`config.mk`:
```
export PLATFORM = sky130hd
export DESIGN_NAME = aes_matrix_gen_ctrl_flat
export DESIGN_NICKNAME = d
export VERILOG_FILES = /design/src/rtl/aes_matrix_gen_ctrl_if.sv /design/src/rtl/aes_matrix_gen_ctrl.sv /design/src/flat_wrapper.sv
export SDC_FILE = /design/constraint.sdc
export NUM_CORES = 1
export LEC_CHECK = 0
export CORE_AREA = 5 5 264 266
export CTS_CLUSTER_DIAMETER = 50
export DETAILED_ROUTE_END_ITERATION = 16
export DIE_AREA = 0 0 269 271
export GPL_TIMING_DRIVEN = 0
export PLACE_DENSITY = 0.7
export SYNTH_ARGS = -nofsm -noshare
export SYNTH_HDL_FRONTEND = slang
export SYNTH_SLANG_ARGS = --single-unit
```
`constraint.sdc`:
```
create_clock -name i_clk -period 6.85 [get_ports i_clk]
set_clock_uncertainty 0.1 [all_clocks]
set_input_delay 1.37 -clock i_clk [delete_from_list [all_inputs] [get_ports i_clk]]
set_output_delay 1.37 -clock i_clk [all_outputs]
set_load 0.005 [all_outputs]
```
`src/rtl/aes_matrix_gen_ctrl_if.sv`:
```
`default_nettype none
// ============================================================================
// aes_matrix_gen_ctrl_if : AES core bus plus output block stream
// Rev 1.0
// ============================================================================
interface aes_matrix_gen_ctrl_if;
  logic [127:0] aes_key;
  logic         aes_start_key_schedule;
  logic         aes_done_key_schedule;
  logic [127:0] aes_data;
  logic         aes_start;
  logic         aes_done;
  logic [127:0] aes_rdata;
  logic [127:0] blk_data;
  logic [15:0]  blk_row;
  logic [15:0]  blk_col;
  logic         blk_valid;
  logic         blk_ready;

  modport master (
    output aes_key, aes_start_key_schedule, aes_data, aes_start,
    output blk_data, blk_row, blk_col, blk_valid,
    input  aes_done_key_schedule, aes_done, aes_rdata, blk_ready
  );

  modport slave (
    input  aes_key, aes_start_key_schedule, aes_data, aes_start,
    input  blk_data, blk_row, blk_col, blk_valid,
    output aes_done_key_schedule, aes_done, aes_rdata, blk_ready
  );
endinterface
`default_nettype wire

```
`src/rtl/aes_matrix_gen_ctrl.sv`:
```
`default_nettype none
// ============================================================================
// aes_matrix_gen_ctrl : FrodoKEM matrix-A AES sequencer (optional AESGEN_KEY_CACHE_EN)
// Rev 1.0
// ============================================================================
module aes_matrix_gen_ctrl #(
  parameter int N_DIM        = 640,
  parameter int MAX_INFLIGHT = 4
) (
  input  logic                  i_clk,
  input  logic                  i_rst,
  input  logic [127:0]          i_seed_key,
  input  logic                  i_start,
  output logic                  o_busy,
  output logic                  o_done,
  aes_matrix_gen_ctrl_if.master bus
);
  localparam int              CNT_W      = $clog2(MAX_INFLIGHT + 1);
  localparam int              PTR_W      = $clog2(MAX_INFLIGHT);
  localparam logic [15:0]     LAST_ROW   = 16'(N_DIM - 1);
  localparam logic [15:0]     LAST_COL   = 16'(N_DIM - 8);
  localparam logic [CNT_W-1:0] CREDIT_MAX = CNT_W'(MAX_INFLIGHT);

  typedef enum logic [2:0] {
    S_IDLE      = 3'd0,
    S_KEY_START = 3'd1,
    S_KEY_WAIT  = 3'd2,
    S_ISSUE     = 3'd3,
    S_DRAIN     = 3'd4,
    S_DONE      = 3'd5
  } state_t;

  state_t           state_q, state_d;
  logic [127:0]     key_q, key_d;
  logic [15:0]      iss_row_q, iss_row_d, iss_col_q, iss_col_d;
  logic [15:0]      out_row_q, out_row_d, out_col_q, out_col_d;
  logic [CNT_W-1:0] credit_q, credit_d, fifo_cnt_q, fifo_cnt_d;
  logic [PTR_W-1:0] wr_ptr_q, wr_ptr_d, rd_ptr_q, rd_ptr_d;
  logic [127:0]     fifo_mem_q [MAX_INFLIGHT];
  logic             issue, pop, push, start_ks, done_pulse;
`ifdef AESGEN_KEY_CACHE_EN
  logic             cache_valid_q, cache_valid_d;
`endif

  always_comb begin
    state_d    = state_q;
    key_d      = key_q;
    iss_row_d  = iss_row_q;
    iss_col_d  = iss_col_q;
    out_row_d  = out_row_q;
    out_col_d  = out_col_q;
    start_ks   = 1'b0;
    issue      = 1'b0;
    done_pulse = 1'b0;
`ifdef AESGEN_KEY_CACHE_EN
    cache_valid_d = cache_valid_q;
`endif
    pop  = (fifo_cnt_q != '0) && bus.blk_ready;
    // Results arriving outside an active run are dropped, not buffered.
    push = bus.aes_done && ((state_q == S_ISSUE) || (state_q == S_DRAIN));

    if (pop) begin
      if (out_col_q == LAST_COL) begin
        out_col_d = '0;
        out_row_d = out_row_q + 16'd1;
      end else begin
        out_col_d = out_col_q + 16'd8;
      end
    end

    case (state_q)
      S_IDLE: begin
        if (i_start) begin
          iss_row_d = '0;
          iss_col_d = '0;
          out_row_d = '0;
          out_col_d = '0;
          key_d     = i_seed_key;
`ifdef AESGEN_KEY_CACHE_EN
          if (cache_valid_q && (i_seed_key == key_q)) state_d = S_ISSUE;
          else                                        state_d = S_KEY_START;
`else
          state_d = S_KEY_START;
`endif
        end
      end
      S_KEY_START: begin
        start_ks = 1'b1;
        state_d  = S_KEY_WAIT;
      end
      S_KEY_WAIT: begin
        if (bus.aes_done_key_schedule) begin
          state_d = S_ISSUE;
`ifdef AESGEN_KEY_CACHE_EN
          cache_valid_d = 1'b1;
`endif
        end
      end
      S_ISSUE: begin
        if (credit_q < CREDIT_MAX) begin
          issue = 1'b1;
          if (iss_col_q == LAST_COL) begin
            iss_col_d = '0;
            iss_row_d = iss_row_q + 16'd1;
            if (iss_row_q == LAST_ROW) state_d = S_DRAIN;
          end else begin
            iss_col_d = iss_col_q + 16'd8;
          end
        end
      end
      S_DRAIN: begin
        if (pop && (out_row_q == LAST_ROW) && (out_col_q == LAST_COL)) state_d = S_DONE;
      end
      S_DONE: begin
        done_pulse = 1'b1;
        state_d    = S_IDLE;
      end
      default: state_d = S_IDLE;
    endcase

    credit_d = credit_q;
    if (issue && !pop)      credit_d = credit_q + CNT_W'(1);
    else if (!issue && pop) credit_d = credit_q - CNT_W'(1);

    fifo_cnt_d = fifo_cnt_q;
    if (push && !pop)      fifo_cnt_d = fifo_cnt_q + CNT_W'(1);
    else if (!push && pop) fifo_cnt_d = fifo_cnt_q - CNT_W'(1);

    wr_ptr_d = push ? wr_ptr_q + PTR_W'(1) : wr_ptr_q;
    rd_ptr_d = pop  ? rd_ptr_q + PTR_W'(1) : rd_ptr_q;
  end

  always_ff @(posedge i_clk) begin
    if (i_rst) begin
      state_q    <= S_IDLE;
      key_q      <= '0;
      iss_row_q  <= '0;
      iss_col_q  <= '0;
      out_row_q  <= '0;
      out_col_q  <= '0;
      credit_q   <= '0;
      fifo_cnt_q <= '0;
      wr_ptr_q   <= '0;
      rd_ptr_q   <= '0;
`ifdef AESGEN_KEY_CACHE_EN
      cache_valid_q <= 1'b0;
`endif
    end else begin
      state_q    <= state_d;
      key_q      <= key_d;
      iss_row_q  <= iss_row_d;
      iss_col_q  <= iss_col_d;
      out_row_q  <= out_row_d;
      out_col_q  <= out_col_d;
      credit_q   <= credit_d;
      fifo_cnt_q <= fifo_cnt_d;
      wr_ptr_q   <= wr_ptr_d;
      rd_ptr_q   <= rd_ptr_d;
`ifdef AESGEN_KEY_CACHE_EN
      cache_valid_q <= cache_valid_d;
`endif
    end
  end

  always_ff @(posedge i_clk) begin
    if (push) fifo_mem_q[wr_ptr_q] <= bus.aes_rdata;
  end

  assign bus.aes_key                = key_q;
  assign bus.aes_start_key_schedule = start_ks;
  assign bus.aes_start              = issue;
  assign bus.aes_data               = {iss_row_q[7:0], iss_row_q[15:8],
                                       iss_col_q[7:0], iss_col_q[15:8], 96'h0};
  assign bus.blk_valid              = (fifo_cnt_q != '0);
  // Head word is masked so the output bus reads zero while the FIFO is empty.
  assign bus.blk_data               = (fifo_cnt_q != '0) ? fifo_mem_q[rd_ptr_q] : '0;
  assign bus.blk_row                = out_row_q;
  assign bus.blk_col                = out_col_q;
  assign o_busy                     = (state_q != S_IDLE) && (state_q != S_DONE);
  assign o_done                     = done_pulse;
endmodule
`default_nettype wire

```
`src/flat_wrapper.sv`:
```
// flat-port wrapper written by rule: the top's interface ports become plain ports
module aes_matrix_gen_ctrl_flat 
#(
  parameter int N_DIM        = 640,
  parameter int MAX_INFLIGHT = 4
)
  (i_clk, i_rst, i_seed_key, i_start, o_busy, o_done, bus_aes_key, bus_aes_start_key_schedule, bus_aes_data, bus_aes_start, bus_blk_data, bus_blk_row, bus_blk_col, bus_blk_valid, bus_aes_done_key_schedule, bus_aes_done, bus_aes_rdata, bus_blk_ready);
  aes_matrix_gen_ctrl_if bus_i ();
  input  logic i_clk;
  input  logic i_rst;
  input  logic [127:0] i_seed_key;
  input  logic i_start;
  output logic o_busy;
  output logic o_done;
  output wire logic [$bits(bus_i.aes_key)-1:0] bus_aes_key;
  output wire logic [$bits(bus_i.aes_start_key_schedule)-1:0] bus_aes_start_key_schedule;
  output wire logic [$bits(bus_i.aes_data)-1:0] bus_aes_data;
  output wire logic [$bits(bus_i.aes_start)-1:0] bus_aes_start;
  output wire logic [$bits(bus_i.blk_data)-1:0] bus_blk_data;
  output wire logic [$bits(bus_i.blk_row)-1:0] bus_blk_row;
  output wire logic [$bits(bus_i.blk_col)-1:0] bus_blk_col;
  output wire logic [$bits(bus_i.blk_valid)-1:0] bus_blk_valid;
  input wire logic [$bits(bus_i.aes_done_key_schedule)-1:0] bus_aes_done_key_schedule;
  input wire logic [$bits(bus_i.aes_done)-1:0] bus_aes_done;
  input wire logic [$bits(bus_i.aes_rdata)-1:0] bus_aes_rdata;
  input wire logic [$bits(bus_i.blk_ready)-1:0] bus_blk_ready;
  assign bus_aes_key = bus_i.aes_key;
  assign bus_aes_start_key_schedule = bus_i.aes_start_key_schedule;
  assign bus_aes_data = bus_i.aes_data;
  assign bus_aes_start = bus_i.aes_start;
  assign bus_blk_data = bus_i.blk_data;
  assign bus_blk_row = bus_i.blk_row;
  assign bus_blk_col = bus_i.blk_col;
  assign bus_blk_valid = bus_i.blk_valid;
  assign bus_i.aes_done_key_schedule = bus_aes_done_key_schedule;
  assign bus_i.aes_done = bus_aes_done;
  assign bus_i.aes_rdata = bus_aes_rdata;
  assign bus_i.blk_ready = bus_blk_ready;
  aes_matrix_gen_ctrl #(.N_DIM(N_DIM), .MAX_INFLIGHT(MAX_INFLIGHT)) u_core (.i_clk(i_clk), .i_rst(i_rst), .i_seed_key(i_seed_key), .i_start(i_start), .o_busy(o_busy), .o_done(o_done), .bus(bus_i));
endmodule
```
# After elaboration in Yosys (flattened, before gate mapping)
# Memories as Yosys holds them, arrays and structs flattened. A register that Yosys moved wholly into a read port is not among the register bits.
# Index checks and enable logic that the tools add are counted.
[totals] register_bits=205 ram_bits=512 out_inout_bits=421 mem_count=1
[mem_list] memory="u_core.fifo_mem_q" words=4 width=128 rd=1 rd_clocked_by_memory_dff=1 wr=1 line="aes_matrix_gen_ctrl.sv:39" source="logic [127:0] fifo_mem_q [MAX_INFLIGHT];"
[classes] n_addsub=10 n_lt_le_gt_ge=1 n_eq_ne=16 mux=35 reduce_logical=23
[op_table] op="16-bit two-way mux" count=13
[op_table] op="128-bit two-way mux" count=1
[op_table] op="16-bit by 10-bit equality test with 1-bit output (second input constant)" count=4
[op_table] op="16-bit one-hot mux with 2 select lines" count=2
[op_table] op="16-bit by 1-bit adder with 16-bit output (second input constant)" count=2
[op_table] op="16-bit by 4-bit adder with 16-bit output (second input constant)" count=2
[op_table] op="3-bit two-way mux" count=10
[op_table] op="3-bit one-hot mux with 5 select lines" count=1
[op_table] op="2-bit inequality test (second input constant)" count=6
[op_table] op="1-bit logical AND" count=9
[op_table] op="3-bit by 1-bit adder with 3-bit output (second input constant)" count=2
[op_table] op="3-bit by 2-bit equality test with 1-bit output (second input constant)" count=2
[op_table] op="3-bit equality test (second input constant)" count=2
[op_table] op="1-bit two-way mux" count=6
[op_table] op="6-bit AND reduction" count=1
[op_table] op="2-bit nonzero test" count=3
[op_table] op="3-bit nonzero test" count=2
[op_table] op="3-bit by 1-bit subtractor with 3-bit output (second input constant)" count=2
[op_table] op="2-bit by 1-bit adder with 2-bit output (second input constant)" count=2
[op_table] op="2-bit two-way mux" count=2
[op_table] op="4-bit AND reduction" count=1
[op_table] op="3-bit by 1-bit equality test with 1-bit output (second input constant)" count=1
[op_table] op="1-bit logical NOT" count=3
[op_table] op="3-bit logical NOT" count=1
[op_table] op="other kinds (5)" count=5

# Longest topological paths before layout
[logic_depth] word_depth=7 depth_mapped=9 depth_no_buf=8

# Worst setup path after synthesis
# OpenSTA, ideal clock, no wires.
[synth_timing] path_kind="input to register" start="in bus_aes_done" end="mem u_core.fifo_mem_q[0][0] (enable)" setup_time_ns=0.502 arrival_ns=4.578 slack_ns=1.670 cell_stages=2 n_path_buf=0 cell_sequence="o21a_1 and2_1"
[synth_between] elab_chain_len=3
[synth_lines] element="start: declaration" line="flat_wrapper.sv:24" source="input wire logic [$bits(bus_i.aes_done)-1:0] bus_aes_done;"
[synth_lines] element="1-bit logical AND" line="aes_matrix_gen_ctrl.sv:60" source="push = bus.aes_done && ((state_q == S_ISSUE) || (state_q == S_DRAIN));"
[synth_lines] element="1-bit two-way mux" line="aes_matrix_gen_ctrl.sv:166" source="if (push) fifo_mem_q[wr_ptr_q] <= bus.aes_rdata;"
[synth_lines] element="1-bit two-way mux (implied by the code)" line="aes_matrix_gen_ctrl.sv:166"
[synth_lines] element="end: declaration" line="aes_matrix_gen_ctrl.sv:39"
# Every way passes these cells.

==> flow_summary.yaml <==
outcome:
  status: "complete, no violations"
grt:
  grt_overflow: 0
  grt_max_degree: 53
  track_usage_pct: 22.9
  grt_pass1_wl_um: 125000
  grt_pass1_vias: 18953
  antenna_found_initial: 29
setup_path:
  arrival_ns: 4.09
  rr_worst_depth: 6
  slowest_stage: "buf_1"
  slowest_delay_ns: 0.95
  rrSetupSlack_ns: 3.59
  cp.required_ns: 5.38
  start_kind: "register"
  path_cells: "clkbuf_1 > buf_1 > mux4_2 > and2_1 > clkdlybuf4s50_1"
  crit_fanout: 10
  crit_type: "register to primary output"
  cp-end-kind: "primary output"
yosys:
  synthCells: 1925
  postSynth.asyncResetShare_pct: 0
  synthFlopType: "edfxtp_1"
  syn_area_per_cell_um2: 14.7
  yosysUniqueCellTypes: 62
  ys_seq_area_share_pct: 69.0
  synth_edf_count: 512
  synth.area.top_cells: "edfxtp_1, dfxtp_1, mux4_2"
  synth_top_cell_area_share_pct: 54.5
  synth-seq-cells: 716
  synth_area_leader_cell: "edfxtp_1"
  ys_warn_count: 0
  netlist_area_mm2: 0.0282
detailed_routing:
  wl_per_cell_um: 23.8
  drc: 0
  postRouteAntennaNets: 0
  vias: 18967
  drt_wl_total_um: 87300
  viasPerCell: 5.17
  drt_pass1_iterations: 5
  first_iter_violations: 1291
cts:
  cts_setup_buffers: 0
  clk_pin_slew_ns: 0.06
  cts_resized: 0
  cts.sinks: 716
  cts_tree: "yes"
  cts_max_level: 3
  cts.path.max_buffers: 3
  root_buffer: "clkbuf_16"
  worstSkewPairLatency_ns: 0.63
  holdBufCountCts: 0
  cts_buffers: 86
sta:
  relSlewSlack_pct: 20.2
  fin_crit_sh_pct: 81.1
  rsz0062_at_grt: "false"
  fmax_ghz: 0.180
  hold_viol_final: 0
  min_period_ns: 5.56
  slew_viol_final: 0
  final-setup-viol-count: 0
  tightestPinTransition_ns: 1.20
floorplan:
  initial_utilization_pct: 42.2
  ios: 683
  core_area_mm2: 0.0668
  row_count: 95
  die_area_mm2: 0.0729
  die_w_um: 269
  die_h_um: 271
placed_design:
  dp.final_hpwl_um: 65000
  placedCellCount: 3486
  placed_cell_area_mm2: 0.0357
  io_buffers: 582
  gp_congestion: 0.920
final_layout:
  nNetsFinal: 2975
  finalNonFillerCells: 3670
  fill_cells: 5213
  multiInputGateArea_mm2: 0.00789
  postLayoutCellArea_mm2: 0.0388
  syn_to_final_growth_pct: 37.7
  drive_gt1_share_pct: 14.5
  seq_area_mm2: 0.0195
pwr:
  p_leak_nw: 13.1
  cellPowerDensity_mw_per_mm2: 330
  ir_worst_vdd_mv: 0.276
worst_hold_path:
  min_path_cells: 2
  hp-class: "register to register"
run:
  cap_violations: 0
## worst paths after layout
path                              to                  start
max                 bus_blk_data[30]               register
min            u_core.bus.blk_col[0]  u_core.bus.blk_col[0]
max reg2reg  u_core.bus.aes_key[117]      u_core.state_q[2]
min reg2reg    u_core.bus.blk_col[0]  u_core.bus.blk_col[0]
## critical path: cells and delay by family (launching register included)
family / cells / cell delay, ns
muxes: 1 / 0.61
buffers and inverters: 3 / 2.33
and+or+nand+nor: 1 / 0.17
DFF: 1 / 0.37
## state kept, by name, indices dropped and copies added, names as in the netlist, named ones only
| register | cells |
|---|---|
| u_core.rd_ptr_q | 2 |
| u_core.bus.blk_col | 16 |
| u_core.wr_ptr_q | 2 |
| u_core.fifo_cnt_q | 3 |
| u_core.iss_row_q | 16 |
| u_core.state_q | 3 |
| u_core.iss_col_q | 13 |
| u_core.bus.aes_key | 128 |
| u_core.credit_q | 3 |
| u_core.bus.blk_row | 16 |
| u_core.fifo_mem_q | 512 |
## kinds of logic (layout without fill, tap and decap cells)
group | count (synthesis) | after routing | synth area share, %
DFF | 716 | 716 | 69.0
and+or+nand+nor | 588 | 588 | 10.4
buffers and inverters | 227 | 979 | 4.42
AOI/OAI and AO/OA | 216 | 216 | 4.19
muxes | 141 | 141 | 10.7
xor gates and xnor gates | 24 | 24 | 0.745
adders and majority gates | 12 | 12 | 0.585
other | 1 | 121 | 0.0133
## per-layer routing
| metal | wire length, um | GRT usage [%] |
|---|---|---|
| met1 | 31600 | 26.2 |
| met5 | 93 | 0 |
| met2 | 43900 | 38.9 |
| met3 | 7910 | 7.62 |
| met4 | 3860 | 10.7 |
## cells in the final DEF (no fill, tap or decap), types with 87 or more instances in the layout
cell type,count
nand2_1,288
conb_1,99
buf_4,100
edfxtp_1,512
mux4_2,128
and2_1,129
clkbuf_16,87
dfxtp_1,204
clkdlybuf4s50_1,582
clkbuf_1,93
a21oi_1,164
## power breakdown
group | leakage (nW) | internal [mW] | switching, mW | total, mW
combinational | 5.35 | 1.72 | 1.50 | 3.22
sequential | 6.27 | 4.73 | 0.0684 | 4.80
clock | 1.47 | 2.94 | 1.88 | 4.82
total | 13.1 | 9.38 | 3.45 | 12.8
## cell usage after synthesis (all sizes together) (3+ instances only)
| cell | number |
|---|---|
| or4 | 22 |
| clkbuf | 85 |
| nor4b | 3 |
| mux4 | 128 |
| o21ai | 20 |
| and2 | 133 |
| and3 | 6 |
| nor3 | 5 |
| xor2 | 12 |
| or3 | 22 |
| nand2b | 3 |
| dfxtp | 204 |
| ha | 10 |
| nand4 | 14 |
| buf | 125 |
| edfxtp | 512 |
| inv | 16 |
| and4 | 5 |
| a21oi | 164 |
| or4b | 6 |
| xnor2 | 12 |
| o2111ai | 3 |
| or2 | 3 |
| nor2 | 39 |
| nand2 | 288 |
| nand3 | 18 |
| o31ai | 14 |
| nor4 | 12 |
| mux2i | 12 |
## stage by stage
step / setup slack (ns) / hold WS (ns) / power (mW) / util (%) / setup TNS (ns)
final: 1.29 / 0.353 / 12.8 / 58.1 / 0
after global routing: 0.951 / 0.367 / 13.4 / 58.1 / 0
after CTS: 1.01 / 0.357 / 13.0 / 58.1 / 0
after detailed placement: 1.71 / 0.349 / 8.15 / 53.5 / 0
after global placement: -1.59 / 0.330 / 8.13 / 53.1 / -781.69
after floorplan: 1.67 / 0.338 / 6.23 / - / 0
## final cells by class
type | count | share of cell area [%]
clock buffer | 103 | 5.92
multi-input combinational | 1080 | 20.3
tap | 873 | 2.81
clock inverter | 59 | 1.99
timing repair buffer | 590 | 15.5
sequential | 716 | 50.1
antenna | 22 | 0.142
inverter | 17 | 0.164
buffer | 210 | 3.04
No activity file was read; power rests on OpenSTA's default activity.
